==> config.mk <==
export PLATFORM = sky130hd
export DESIGN_NAME = i2c_slv_tx_arb_flat
export DESIGN_NICKNAME = d
export VERILOG_FILES = /design/src/rtl/i2c_slv_tx_arb_if.sv /design/src/rtl/i2c_slv_tx_arb.sv /design/src/flat_wrapper.sv
export SDC_FILE = /design/constraint.sdc
export NUM_CORES = 1
export LEC_CHECK = 0
export BUFFER_PORTS_ARGS = -buffer_cell sky130_fd_sc_hd__buf_4
export CAP_MARGIN = 25
export CORE_MARGIN = 1
export CORE_UTILIZATION = 46
export CTS_BUF_LIST = sky130_fd_sc_hd__clkbuf_4
export DETAILED_ROUTE_END_ITERATION = 16
export PLACE_DENSITY = 0.88
export SKIP_CTS_REPAIR_TIMING = 1
export SLEW_MARGIN = 0
export SYNTH_ARGS = -nofsm -noshare
export SYNTH_HDL_FRONTEND = slang
export SYNTH_SLANG_ARGS = --single-unit
==> constraint.sdc <==
create_clock -name i_clk -period 1.7 [get_ports i_clk]
set_input_delay 0 -clock i_clk [delete_from_list [all_inputs] [get_ports i_clk]]
set_output_delay 0 -clock i_clk [all_outputs]
set_load 0.02 [all_outputs]
==> src/rtl/i2c_slv_tx_arb_if.sv <==
// Requester, slave-data and completion signals of i2c_slv_tx_arb.
// The arbiter takes the slave modport; the requesters and the I2C slave core drive the master side.
interface i2c_slv_tx_arb_if #(
   parameter int unsigned NUM_REQ = 4,
   parameter int unsigned ID_W    = 2
);
   logic [NUM_REQ-1:0]   i_req_valid;
   logic [8*NUM_REQ-1:0] i_req_data;
   logic [NUM_REQ-1:0]   o_req_ready;
   logic                 i_slv_busy;
   logic                 i_slv_rd_done;
   logic                 i_slv_wr_done;
   logic [7:0]           i_slv_data;
   logic [7:0]           o_slv_data;
   logic                 o_tx_done;
   logic                 o_tx_timeout;
   logic [ID_W-1:0]      o_tx_id;
   logic                 o_rx_valid;
   logic [7:0]           o_rx_data;

   modport slave (
      input  i_req_valid, i_req_data, i_slv_busy, i_slv_rd_done, i_slv_wr_done, i_slv_data,
      output o_req_ready, o_slv_data, o_tx_done, o_tx_timeout, o_tx_id, o_rx_valid, o_rx_data
   );

   modport master (
      output i_req_valid, i_req_data, i_slv_busy, i_slv_rd_done, i_slv_wr_done, i_slv_data,
      input  o_req_ready, o_slv_data, o_tx_done, o_tx_timeout, o_tx_id, o_rx_valid, o_rx_data
   );
endinterface

==> src/rtl/i2c_slv_tx_arb.sv <==
// Shares the I2C slave's single transmit byte among NUM_REQ requesters; valid->ready 2 cycles, byte held until read or timeout.
// Requesters hold valid until their one-cycle ready pulse; define I2C_TX_ARB_FIXED_PRIO_EN for lowest-index-wins priority.
module i2c_slv_tx_arb #(
   parameter int unsigned NUM_REQ       = 4,
   parameter int unsigned ID_W          = 2,
   parameter logic [7:0]  EMPTY_BYTE    = 8'hFF,
   parameter int unsigned HOLD_TO_CLKS  = 4096,
   parameter int unsigned WIDTH_HOLD_TO = 13
) (
   input logic             i_clk,
   input logic             i_rst,
   i2c_slv_tx_arb_if.slave bus
);
   localparam logic [1:0] ST_IDLE = 2'd0;
   localparam logic [1:0] ST_ARB  = 2'd1;
   localparam logic [1:0] ST_HOLD = 2'd2;
   localparam logic [WIDTH_HOLD_TO-1:0] TO_LOAD = WIDTH_HOLD_TO'(HOLD_TO_CLKS);

   logic [1:0]               state_q, state_d;
   logic [7:0]               slv_data_q, slv_data_d;
   logic [NUM_REQ-1:0]       ready_q, ready_d;
   logic [ID_W-1:0]          tx_id_q, tx_id_d;
   logic [WIDTH_HOLD_TO-1:0] timer_q, timer_d;
   logic                     done_q, done_d;
   logic                     timeout_q, timeout_d;
   logic                     rx_valid_q;
   logic [7:0]               rx_data_q;
`ifndef I2C_TX_ARB_FIXED_PRIO_EN
   localparam logic [ID_W-1:0] LAST_ID = ID_W'(NUM_REQ - 1);
   logic [ID_W-1:0]          rr_ptr_q, rr_ptr_d;
`endif

   logic                     grant_found;
   logic [ID_W-1:0]          grant_idx;
   logic [7:0]               grant_byte;
   logic                     any_valid;
   logic                     timeout_hit;

   assign any_valid   = |bus.i_req_valid;
   assign timeout_hit = (state_q == ST_HOLD) && !bus.i_slv_busy && (timer_q == '0);

   // First pending requester at or above the search start, wrapping past NUM_REQ-1.
   always_comb begin
      logic [ID_W:0] cand;
      grant_found = 1'b0;
      grant_idx   = '0;
      cand        = '0;
      for (int unsigned i = 0; i < NUM_REQ; i++) begin
`ifdef I2C_TX_ARB_FIXED_PRIO_EN
         cand = (ID_W+1)'(i);
`else
         cand = {1'b0, rr_ptr_q} + (ID_W+1)'(i);
         if (cand >= (ID_W+1)'(NUM_REQ)) cand = cand - (ID_W+1)'(NUM_REQ);
`endif
         if (!grant_found && bus.i_req_valid[cand[ID_W-1:0]]) begin
            grant_found = 1'b1;
            grant_idx   = cand[ID_W-1:0];
         end
      end
   end

   assign grant_byte = bus.i_req_data[8*grant_idx +: 8];

   always_comb begin
      state_d    = state_q;
      slv_data_d = slv_data_q;
      ready_d    = '0;
      tx_id_d    = tx_id_q;
      timer_d    = timer_q;
      done_d     = 1'b0;
      timeout_d  = 1'b0;
`ifndef I2C_TX_ARB_FIXED_PRIO_EN
      rr_ptr_d   = rr_ptr_q;
`endif
      case (state_q)
         ST_IDLE: begin
            if (!bus.i_slv_busy) slv_data_d = EMPTY_BYTE;
            if (any_valid && !bus.i_slv_busy) state_d = ST_ARB;
         end
         ST_ARB: begin
            state_d = ST_IDLE;
            // A transaction starting in this cycle would see the output change mid-byte, so skip the grant.
            if (grant_found && !bus.i_slv_busy) begin
               state_d    = ST_HOLD;
               slv_data_d = grant_byte;
               tx_id_d    = grant_idx;
               timer_d    = TO_LOAD;
               for (int unsigned i = 0; i < NUM_REQ; i++) ready_d[i] = (grant_idx == ID_W'(i));
            end
         end
         ST_HOLD: begin
            if (bus.i_slv_busy)     timer_d = TO_LOAD;
            else if (timer_q != '0) timer_d = timer_q - 1'b1;
            if (bus.i_slv_rd_done || timeout_hit) begin
               state_d   = ST_IDLE;
               done_d    = bus.i_slv_rd_done;
               timeout_d = !bus.i_slv_rd_done;
               if (!bus.i_slv_busy) slv_data_d = EMPTY_BYTE;
`ifndef I2C_TX_ARB_FIXED_PRIO_EN
               rr_ptr_d  = (tx_id_q == LAST_ID) ? '0 : tx_id_q + 1'b1;
`endif
            end
         end
         default: state_d = ST_IDLE;
      endcase
   end

   always_ff @(posedge i_clk) begin
      if (i_rst) begin
         state_q    <= ST_IDLE;
         slv_data_q <= EMPTY_BYTE;
         ready_q    <= '0;
         tx_id_q    <= '0;
         timer_q    <= TO_LOAD;
         done_q     <= 1'b0;
         timeout_q  <= 1'b0;
         rx_valid_q <= 1'b0;
         rx_data_q  <= 8'h00;
`ifndef I2C_TX_ARB_FIXED_PRIO_EN
         rr_ptr_q   <= '0;
`endif
      end else begin
         state_q    <= state_d;
         slv_data_q <= slv_data_d;
         ready_q    <= ready_d;
         tx_id_q    <= tx_id_d;
         timer_q    <= timer_d;
         done_q     <= done_d;
         timeout_q  <= timeout_d;
         rx_valid_q <= bus.i_slv_wr_done;
         if (bus.i_slv_wr_done) rx_data_q <= bus.i_slv_data;
`ifndef I2C_TX_ARB_FIXED_PRIO_EN
         rr_ptr_q   <= rr_ptr_d;
`endif
      end
   end

   assign bus.o_req_ready  = ready_q;
   assign bus.o_slv_data   = slv_data_q;
   assign bus.o_tx_done    = done_q;
   assign bus.o_tx_timeout = timeout_q;
   assign bus.o_tx_id      = tx_id_q;
   assign bus.o_rx_valid   = rx_valid_q;
   assign bus.o_rx_data    = rx_data_q;
endmodule

==> src/flat_wrapper.sv <==
// flat-port wrapper written by rule: the top's interface ports become plain ports
module i2c_slv_tx_arb_flat 
#(
   parameter int unsigned NUM_REQ       = 4,
   parameter int unsigned ID_W          = 2,
   parameter logic [7:0]  EMPTY_BYTE    = 8'hFF,
   parameter int unsigned HOLD_TO_CLKS  = 4096,
   parameter int unsigned WIDTH_HOLD_TO = 13
)
  (i_clk, i_rst, bus_i_req_valid, bus_i_req_data, bus_i_slv_busy, bus_i_slv_rd_done, bus_i_slv_wr_done, bus_i_slv_data, bus_o_req_ready, bus_o_slv_data, bus_o_tx_done, bus_o_tx_timeout, bus_o_tx_id, bus_o_rx_valid, bus_o_rx_data);
  i2c_slv_tx_arb_if #(.NUM_REQ(NUM_REQ), .ID_W(ID_W)) bus_i ();
  input logic i_clk;
  input logic i_rst;
  input wire logic [$bits(bus_i.i_req_valid)-1:0] bus_i_req_valid;
  input wire logic [$bits(bus_i.i_req_data)-1:0] bus_i_req_data;
  input wire logic [$bits(bus_i.i_slv_busy)-1:0] bus_i_slv_busy;
  input wire logic [$bits(bus_i.i_slv_rd_done)-1:0] bus_i_slv_rd_done;
  input wire logic [$bits(bus_i.i_slv_wr_done)-1:0] bus_i_slv_wr_done;
  input wire logic [$bits(bus_i.i_slv_data)-1:0] bus_i_slv_data;
  output wire logic [$bits(bus_i.o_req_ready)-1:0] bus_o_req_ready;
  output wire logic [$bits(bus_i.o_slv_data)-1:0] bus_o_slv_data;
  output wire logic [$bits(bus_i.o_tx_done)-1:0] bus_o_tx_done;
  output wire logic [$bits(bus_i.o_tx_timeout)-1:0] bus_o_tx_timeout;
  output wire logic [$bits(bus_i.o_tx_id)-1:0] bus_o_tx_id;
  output wire logic [$bits(bus_i.o_rx_valid)-1:0] bus_o_rx_valid;
  output wire logic [$bits(bus_i.o_rx_data)-1:0] bus_o_rx_data;
  assign bus_i.i_req_valid = bus_i_req_valid;
  assign bus_i.i_req_data = bus_i_req_data;
  assign bus_i.i_slv_busy = bus_i_slv_busy;
  assign bus_i.i_slv_rd_done = bus_i_slv_rd_done;
  assign bus_i.i_slv_wr_done = bus_i_slv_wr_done;
  assign bus_i.i_slv_data = bus_i_slv_data;
  assign bus_o_req_ready = bus_i.o_req_ready;
  assign bus_o_slv_data = bus_i.o_slv_data;
  assign bus_o_tx_done = bus_i.o_tx_done;
  assign bus_o_tx_timeout = bus_i.o_tx_timeout;
  assign bus_o_tx_id = bus_i.o_tx_id;
  assign bus_o_rx_valid = bus_i.o_rx_valid;
  assign bus_o_rx_data = bus_i.o_rx_data;
  i2c_slv_tx_arb #(.NUM_REQ(NUM_REQ), .ID_W(ID_W), .EMPTY_BYTE(EMPTY_BYTE), .HOLD_TO_CLKS(HOLD_TO_CLKS), .WIDTH_HOLD_TO(WIDTH_HOLD_TO)) u_core (.i_clk(i_clk), .i_rst(i_rst), .bus(bus_i));
endmodule
==> summary.md <==
| Metric | Value |
|---|---|
| Outcome | `finished, violations left` |
| Failing checks | `negative hold slack, negative setup slack` |
| Max Root-Sink Buffers | `2` |
| CTS tree | `built` |
| CP Class | `flip-flop to flip-flop` |
| DP Worst Slack | `-186.8 ps` |
| DP HPWL | `4.189 mm` |
| Gp weighted congestion | `0.8437` |
| Register Area | `850.8 sq um` |
| Initial cell density of the core | `49.14%` |
| Die width | `68.07 um` |
| Routed wire length | `7.746 mm` |
| Core ar. | `0.004086 sq mm` |
| Worst Skew | `16.29 ps` |
| Wire length per cell | `19.17 um` |
| Worst setup margin | `-168.9 ps` |
| RR Endpoint | `u_core.bus.o_slv_data[3]` |
| Hold EP | `u_core.bus.o_slv_data[4]` |
| Crit path buf inv count | `2` |
| P per Cell Area | `698.7 mW/mm^2` |
| Reg2Reg Launch Point | `u_core.timer_q[2]` |
| Core Rows | `23` |
| Fill cell count | `221` |
| Fin. Hold Viols | `1` |
| Area Growth Syn to Fin | `71.15%` |
| Post-layout util | `84.11%` |
| WHS | `-21.22 ps` |
| Cell variety after synth | `49` |
| DIE AREA | `0.004634 sq mm` |
| Most common cell after layout, fill and taps aside | `buf_4` |
| Main flop type after synthesis | `dfxtp_1` |
| Hold Path Depth | `3` |
| Worst Path Arrival | `2130 ps` |
| Mapped Avg Cell Area | `9.428 sq um` |
| Ports | `74` |
| Tightest Hold Check Type | `input pin to flip-flop` |
| Top cell family by delay on the critical path | `compound AO/OA/AOI/OAI gates` |
| Leakage | `1.528 nW` |
| Total Power | `2.402 mW` |
| Most frequent cells in the layout | `107 x buf_4, 34 x dfxtp_1, 32 x nor2_1` |
| Area leader, netlist | `dfxtp_1` |
| Pins Over Slew Limit | `0` |
| Post-DRT Antenna Nets | `0` |
| Setup TNS | `-701.8 ps` |
| Pin count of the biggest net entering global routing | `22` |
| Crit end category | `flip-flop` |
| Max-Cap Viols | `0` |
| Die Span Y | `68.07 um` |
| Measured slew at the worst slew-check pin | `442.7 ps` |
| CTS root buffer | `clkbuf_4` |
| Crit path from | `u_core.timer_q[2]` |
| Final nets | `404` |
| H-tree depth | `2` |
| Top-area cell type share of the netlist area | `41.87%` |
| Post-synth EDFFs | `0` |
| Worst-path clk slew | `140 ps` |
| Initial antenna violation count | `1` |
| Post-Syn Instances | `213` |
| Final period utilization | `109.9%` |
| Clk_lat worst skew | `380 ps` |
| Seq cells post-synth | `42` |
| DR pass1 iterations | `4` |
| Port Buffers | `73` |
| Crit path required time | `1960 ps` |
| Total Routing Usage GR | `24.46%` |
| Fraction of registers with async set/reset | `0%` |
| First-pass GRT wire length | `8.293 mm` |
| Max Freq | `0.5351 GHz` |
| Sequential cell area fraction in the yosys report | `41.87%` |
| RSZ-0062 raised after global routing | `true` |
| CTS Buf Count | `5` |
| Max transition margin | `70.07%` |
| DR iter-0 viols | `136` |
| FF-to-FF setup slack | `-170 ps` |
| Synthesized area | `0.002008 sq mm` |
| HP Start | `bus_i_req_data[4]` |
| CP Launch Type | `flip-flop` |
| Critical-path top delay cell | `dfxtp_2` |
| Yosys warns | `0` |
| Setup violations, final | `12` |
| Top post-synthesis cells by area | `dfxtp_1 42%, mux2i_1 14%, nor2_1 6.4%, a221oi_1 3.5%, a21oi_1 2.2%` |
| Post-layout min period | `1869 ps` |
| Critical Path Max Stage Delay | `350 ps` |
| Multi-input logic area | `0.001250 sq mm` |
| Maximum vdd drop | `580.5 uV` |
| Vias in the first global route | `1853` |
| CP Max Fanout | `8` |
| Remaining DRCs | `0` |
| DR vias | `2283` |
| Sink Count | `42` |
| Routed vias/inst | `5.651` |
| Net count after synthesis | `265` |
| Share of cells above drive strength 1 | `46.46%` |
| Global route total overflow | `0` |
| Worst R2R Path Depth | `7` |
| Worst path cell trace | `nor4_4 > buf_4 > nand4_4 > a22oi_2 > buf_6 > nor2_1 > a221oi_1` |
-- sequential cells by signal, indices dropped and copies added (netlist names) --
name / cells
u_core.bus.o_rx_data: 8
u_core.bus.o_rx_valid: 1
u_core.bus.o_tx_id: 2
u_core.bus.o_tx_done: 1
u_core.bus.o_req_ready: 4
u_core.bus.o_slv_data: 8
u_core.state_q: 2
u_core.bus.o_tx_timeout: 1
u_core.rr_ptr_q: 2
u_core.timer_q: 13
-- worst min-delay path: cells and delay by family --
kind | cells | cell delay (ps)
AO/OA/AOI/OAI | 1 | 70
buffers and inverters | 1 | 100
multiplexers | 1 | 140
-- worst max-delay path by stage --
stage / endpoint / cells after the start
after global placement: u_core.timer_q[12] / 8
final: u_core.bus.o_slv_data[3] / 7
after CTS: u_core.timer_q[2] / 7
after detailed placement: u_core.bus.o_slv_data[7] / 8
after floorplan: u_core.timer_q[10] / 6
after global routing: u_core.bus.o_slv_data[3] / 7
-- Yosys cell counts, drive strengths merged (3+ instances only) --
| cell type | count |
|---|---|
| nand3 | 3 |
| nor2 | 34 |
| mux2i | 29 |
| nor3 | 8 |
| inv | 7 |
| xnor2 | 4 |
| o21ai | 3 |
| a221oi | 8 |
| dfxtp | 42 |
| nand2 | 7 |
| nor4 | 5 |
| buf | 3 |
| a21oi | 9 |
| or4 | 4 |
| ha | 3 |
| or3 | 4 |
| clkbuf | 7 |
| or2 | 3 |
-- power by group --
group | switching [mW] | leakage, nW | internal [mW] | total, mW
sequential | 0.0376 | 0.346 | 1.03 | 1.06
combinational | 0.318 | 1.14 | 0.374 | 0.692
clock | 0.340 | 0.0450 | 0.305 | 0.645
total | 0.696 | 1.53 | 1.71 | 2.40
-- metal layers --
metal  global-route usage, %  up-vias  share of wire, %  wire length, um
met3                   6.167       28               5.3              412
met2                   41.79       89                56             4331
met4                   10.68        0               3.5              274
met1                   28.59     1111                35             2728
li1                        -     1055                 -                -
met5                       0        -                 0                0
-- final cells by class --
cell class | instances | area share [%]
Sequential cell | 42 | 24.75
Tap cell | 50 | 1.820
Antenna cell | 1 | 0.07281
Timing Repair Buffer | 142 | 33.96
Clock buffer | 5 | 1.092
Clock inverter | 3 | 1.165
Inverter | 7 | 0.7645
Multi-Input combinational cell | 154 | 36.37
-- metrics by stage --
step | cell area, sq um | cells
6_report | 3437 | 404
5_1_grt | 3435 | 403
4_1_cts | 2953 | 370
3_5_place_dp | 2875 | 362
3_3_place_gp | 2875 | 362
2_1_floorplan | 2031 | 213
-- cell families (layout without fill, tap and decap cells) --
| kind of cell | after synthesis | after routing | share of synthesized area (%) |
|---|---|---|---|
| AOI/OAI and AO/OA | 33 | 33 | 12.65 |
| xor gates and xnor gates | 5 | 5 | 2.181 |
| adders and majority gates | 3 | 3 | 1.869 |
| buffers and inverters | 17 | 157 | 3.675 |
| DFF | 42 | 42 | 41.87 |
| muxes | 29 | 29 | 14.45 |
| other | 0 | 1 | 0 |
| and+or+nand+nor | 84 | 84 | 23.30 |
(Power assumes the default switching activity.)
